## src/rtl/spike_aer_encoder.sv

```systemverilog
// -----------------------------------------------------------------------------
// spike_aer_encoder
// Turns one parallel spike vector per clock into a serial stream of
// Address-Event-Representation (AER) events {neuron index, timestep}.
// A capture register holds one vector. A lowest-index-first scanner moves its
// set bits into a show-ahead event FIFO, one bit per cycle. A vector that
// arrives while the capture register is still occupied is dropped and counted.
//
// Ports
//   clk         single clock, all state updates on the rising edge
//   rst         synchronous active-high reset
//   spikes      per-neuron spike bits for the current timestep
//   aer_valid   FIFO head holds an event
//   aer_ready   consumer accepts the head event
//   aer_addr    neuron index of the head event
//   aer_ts      timestep of the head event
//   fifo_count  number of events held in the FIFO
//   drop_cnt    saturating count of dropped spike vectors
//   busy        capture register or FIFO is non-empty
// -----------------------------------------------------------------------------
module spike_aer_encoder #(
   parameter int unsigned N_NEURONS  = 8,
   parameter int unsigned TS_WIDTH   = 16,
   parameter int unsigned FIFO_DEPTH = 16
) (
   input  logic                          clk,
   input  logic                          rst,
   input  logic [N_NEURONS-1:0]          spikes,
   output logic                          aer_valid,
   input  logic                          aer_ready,
   output logic [$clog2(N_NEURONS)-1:0]  aer_addr,
   output logic [TS_WIDTH-1:0]           aer_ts,
   output logic [$clog2(FIFO_DEPTH):0]   fifo_count,
   output logic [15:0]                   drop_cnt,
   output logic                          busy
);

   localparam int unsigned AW = $clog2(N_NEURONS);
   localparam int unsigned PW = $clog2(FIFO_DEPTH);
   localparam int unsigned CW = PW + 1;
   localparam int unsigned EW = AW + TS_WIDTH;
   localparam logic [CW-1:0] DEPTH_C = CW'(FIFO_DEPTH);

   // Timestep counter and capture register
   logic [TS_WIDTH-1:0]  ts_cnt;
   logic [N_NEURONS-1:0] cap_vec;
   logic [TS_WIDTH-1:0]  cap_ts;

   // Event FIFO storage and pointers
   logic [EW-1:0]        mem [FIFO_DEPTH];
   logic [PW-1:0]        wr_ptr;
   logic [PW-1:0]        rd_ptr;

   // Per-cycle decisions
   logic [AW-1:0]        scan_idx;
   logic [N_NEURONS-1:0] cap_rest;
   logic                 cap_busy;
   logic                 fifo_full;
   logic                 pop;
   logic                 push;
   logic                 spike_in;
   logic                 load;
   logic                 drop;

   // Lowest set bit of the capture vector; descending loop so the lowest wins
   always_comb begin
      scan_idx = '0;
      for (int i = N_NEURONS - 1; i >= 0; i--) begin
         if (cap_vec[i]) begin
            scan_idx = AW'(i);
         end
      end
   end

   // Push/pop/load/drop decisions for this edge
   always_comb begin
      cap_busy  = (cap_vec != '0);
      fifo_full = (fifo_count == DEPTH_C);
      pop       = aer_valid && aer_ready;
      // A full FIFO still takes a write when the head leaves on the same edge
      push      = cap_busy && (!fifo_full || pop);
      // x & (x-1) clears exactly the lowest set bit, i.e. the one being pushed
      cap_rest  = push ? (cap_vec & (cap_vec - N_NEURONS'(1))) : cap_vec;
      spike_in  = (spikes != '0);
      // Accept a new vector only if the capture is empty after this edge
      load      = spike_in && (cap_rest == '0);
      drop      = spike_in && (cap_rest != '0);
   end

   // Timestep counter, capture register, FIFO bookkeeping, drop counter
   always_ff @(posedge clk) begin
      if (rst) begin
         ts_cnt     <= '0;
         cap_vec    <= '0;
         cap_ts     <= '0;
         wr_ptr     <= '0;
         rd_ptr     <= '0;
         fifo_count <= '0;
         drop_cnt   <= '0;
      end else begin
         ts_cnt <= ts_cnt + TS_WIDTH'(1);

         if (load) begin
            cap_vec <= spikes;
            cap_ts  <= ts_cnt;
         end else begin
            cap_vec <= cap_rest;
         end

         if (push) begin
            wr_ptr <= wr_ptr + PW'(1);
         end
         if (pop) begin
            rd_ptr <= rd_ptr + PW'(1);
         end

         // Simultaneous push and pop leaves the count unchanged
         if (push && !pop) begin
            fifo_count <= fifo_count + CW'(1);
         end else if (pop && !push) begin
            fifo_count <= fifo_count - CW'(1);
         end

         if (drop && (drop_cnt != 16'hFFFF)) begin
            drop_cnt <= drop_cnt + 16'd1;
         end
      end
   end

   // FIFO storage; not reset, pointers define which entries are live
   always_ff @(posedge clk) begin
      if (push && !rst) begin
         mem[wr_ptr] <= {scan_idx, cap_ts};
      end
   end

   // Show-ahead head and status
   always_comb begin
      {aer_addr, aer_ts} = mem[rd_ptr];
      aer_valid          = (fifo_count != '0);
      busy               = cap_busy || (fifo_count != '0);
   end

endmodule
```

## config.mk

```make
export PLATFORM = sky130hd
export DESIGN_NAME = spike_aer_encoder
export DESIGN_NICKNAME = d
export VERILOG_FILES = /design/src/rtl/spike_aer_encoder.sv
export SDC_FILE = /design/constraint.sdc
export NUM_CORES = 1
export LEC_CHECK = 0
export CORE_UTILIZATION = 67
export CTS_BUF_LIST = sky130_fd_sc_hd__clkbuf_4
export CTS_CLUSTER_SIZE = 40
export DETAILED_ROUTE_END_ITERATION = 10
export PLACE_DENSITY = 0.86
export SLEW_MARGIN = 20
export SYNTH_ARGS = -nofsm -noshare
export SYNTH_HDL_FRONTEND = slang
export SYNTH_SLANG_ARGS = --single-unit
export TNS_END_PERCENT = 50
```

## constraint.sdc

```tcl
create_clock -name clk -period 4.7 [get_ports clk]
set_clock_uncertainty 0.05 [all_clocks]
set_input_delay 0.705 -clock clk [delete_from_list [all_inputs] [get_ports clk]]
set_output_delay 0.705 -clock clk [all_outputs]
set_load 0.1 [all_outputs]
```

==> summary.md <==
| Metric | Value |
|---|---|
| Die width | `151 um` |
| Number of synthesized flops with an enable pin | `304` |
| Routed wire length | `32,900 um` |
| Setup tns final | `0 ns` |
| CP Capture Point | `aer_addr[1]` |
| Cell area after layout | `0.0169 mm^2` |
| Worst vdd ir | `584 uV` |
| Nets | `971` |
| Max Clk Rate | `227 MHz` |
| Setup Buffers After CTS | `0` |
| #FFs+latches synth | `377` |
| Clk Latency, worst-skew pair | `0.71 ns` |
| Final-report hold violation count | `0` |
| Endpoint type of the worst setup path | `output port` |
| Final Cycle Share | `0.937` |
| DR pass1 iterations | `5` |
| Worst reg2reg startpoint | `cap_vec[0]` |
| Core area | `0.0218 mm^2` |
| Placed instance count | `1,138` |
| CP Data Arrival Time | `3.65 ns` |
| Status | `finished, final reports clean` |
| Hold Path Depth | `2` |
| Residual DRC | `0` |
| Asr flop ratio synth | `0` |
| Synth Instances | `820` |
| Clock period minus worst slack | `4.41 ns` |
| Critical Path RT | `3.94 ns` |
| Placement Rows | `54` |
| Clock sink count | `377` |
| Reg2reg path depth | `12` |
| LEAKAGE | `5.80 nW` |
| Fraction of final layout cells sized beyond drive strength 1 | `0.285` |
| Cell Pwr Density | `615 mW/mm^2` |
| Die Height | `151 um` |
| Hold Path Class | `reg2reg` |
| Commonest non-fill, non-tap cell in the layout | `edfxtp_1` |
| Congestion Overflow GR | `0` |
| Mean Syn Cell Area | `18.1 um^2` |
| Via count of the routed design | `8,475` |
| DR iter-0 viols | `817` |
| Overall Global Routing Usage | `0.305` |
| Final Power | `10.4 mW` |
| Synthesized Nets | `843` |
| Crit path launch type | `register` |
| Synth Warn # | `0` |
| Resized cells post-CTS | `0` |
| Hpwl dp | `18,300 um` |
| Avg Vias per Cell | `6.53` |
| Worst Hold Margin | `0.454 ns` |
| Worst path slowest cell | `clkdlybuf4s50_1` |
| Vias in the first global route | `8,612` |
| CTS Buf Count | `88` |
| FILL cells | `1,128` |
| RSZ-0062 raised after global routing | `false` |
| Worst slew pin tran | `1.12 ns` |
| Antenna violations before repair | `2` |
| Cell mode on critical path | `mux4_2` |
| CP max stage delay | `0.98 ns` |
| Clock Tree Buf Depth | `3` |
| Post-route ant nets | `0` |
| Worst r2r dst | `fifo_count[4]` |
| Area Overhead vs Synth | `13.8%` |
| Total of max-cap violations | `0` |
| Sequential share of the synthesized area | `0.713` |
| Final Slew Violations | `0` |
| Die ar. | `0.0228 mm^2` |
| Crit path max fanout | `35` |
| IO Pins | `53` |
| Largest net degree at the start of global routing | `79` |
| R2r setup slk | `1.27 ns` |
| First-pass GRT wire length | `49,600 um` |
| Crit path cell chain | `mux4_2 > mux4_2 > clkdlybuf4s50_1` |
| Cell area after synthesis | `0.0149 mm^2` |
| Commonest cells after routing, fill and taps aside | `edfxtp_1, clkbuf_4, mux4_2, dfxtp_1, nor2_1` |
| DR WL/cell | `25.3 um` |
| Reg clk slew, reported paths | `0.07 ns` |
| Post-CTS Hold Buffers | `0` |
| IO Port Bufs | `52` |
| Non-filler cells, final | `1,297` |
| Crit path kind | `reg2out` |
| CTS tree | `done` |
| Post-Place Cell Area | `0.0157 mm^2` |
| Unique masters post-synth | `54` |
| Relative slew slack | `0.252` |
| Final setup fails | `0` |
| Most used flip-flop cell after synthesis | `edfxtp_1` |
| Routability cong. | `0.891` |
| Root buffer cell | `clkbuf_4` |
| Starting Density | `0.683` |
| Htree depth | `3` |
[how the worst min path moves through the flow]
stage                         start         to  slack, ns
after floorplan           ts_cnt[0]  ts_cnt[0]       0.38
after global placement    ts_cnt[0]  ts_cnt[0]       0.40
after detailed placement  ts_cnt[0]  ts_cnt[0]       0.42
after CTS                 ts_cnt[0]  ts_cnt[0]       0.45
after global routing      rd_ptr[3]   register       0.48
final                     rd_ptr[1]   register       0.45
[synth_stat cells (2+ instances only)]
cell type    n  area (um^2)
a211oi_1     2         15.0
a21o_1       3         22.5
a21oi_1     36          180
a22oi_1      2         15.0
and2_1       8         50.1
and3_1      12         75.1
and4_1       2         17.5
buf_1        9         33.8
buf_2        4         20.0
buf_6        3         33.8
clkbuf_1    24         90.1
dfxtp_1     73         1460
edfxtp_1   304         9130
ha_1        11          138
inv_1        7         26.3
mux2_1       2         22.5
mux2i_1     18          180
mux4_2      95         2140
nand2_1     25         93.8
nand2b_1     5         31.3
nand3_1     12         60.1
nand4_1      5         31.3
nor2_1      57          214
nor2b_1      4         25.0
nor3_1       5         25.0
nor3b_1      2         15.0
nor4_1       3         18.8
o21ai_0     10         50.1
o21ai_1      5         25.0
o31ai_1      7         52.6
o41ai_1      2         17.5
or2_1        2         12.5
or2_2        2         12.5
or3_1       15         93.8
or4_1        8         60.1
or4b_1       2         20.0
xnor2_1      7         61.3
xor2_1      11         96.3
[state kept, by name, indices dropped and copies added (netlist names), named ones only]
register / count
cap_ts: 16
cap_vec: 8
drop_cnt: 16
fifo_count: 5
mem: 304
rd_ptr: 4
ts_cnt: 16
wr_ptr: 4
[layout make-up]
cell class / instances / area (um^2) / area share
inverters: 8 / 30.0 / 0.00178
diodes: 1 / 2.50 / 0.000148
clock buffers: 129 / 968 / 0.0573
multi-input cells: 394 / 4080 / 0.241
well taps: 280 / 350 / 0.0207
repair buffers: 79 / 688 / 0.0407
flip-flops and latches: 377 / 10600 / 0.627
clock inverters: 29 / 195 / 0.0115
[worst max-delay path: cells and delay by family, from the launching register on]
family                 cells  cell delay [ns]
buffers and inverters      1             0.98
flip-flops                 1             0.81
multiplexers               2             1.10
[cell families after synthesis]
group	after synthesis	share of synthesized area
xor gates and xnor gates	18	0.0106
and+or+nand+nor	175	0.0626
muxes	115	0.158
AOI/OAI and AO/OA	73	0.0309
adders and majority gates	13	0.0113
buffers and inverters	49	0.0145
DFF	377	0.713
[metrics by stage]
step	utilization	setup slack, ns
after floorplan	-	0.794
after global placement	0.723	0.980
final	0.777	0.294
after CTS	0.777	0.208
after global routing	0.777	0.133
after detailed placement	0.723	0.860
[metal layers]
metal / up-vias / global-route usage / share of wire
met1: 4242 / 0.395 / 0.37
met2: 533 / 0.506 / 0.50
met4: 2 / 0.132 / 0.032
li1: 3607 / - / -
met5: - / 0 / 0.00052
met3: 91 / 0.0651 / 0.093
[power breakdown]
group / internal [mW] / switching, mW / total [mW]
sequential: 3.98 / 0.276 / 4.26
clock: 1.43 / 1.26 / 2.68
combinational: 1.21 / 2.25 / 3.46
(Power assumes the default switching activity.)
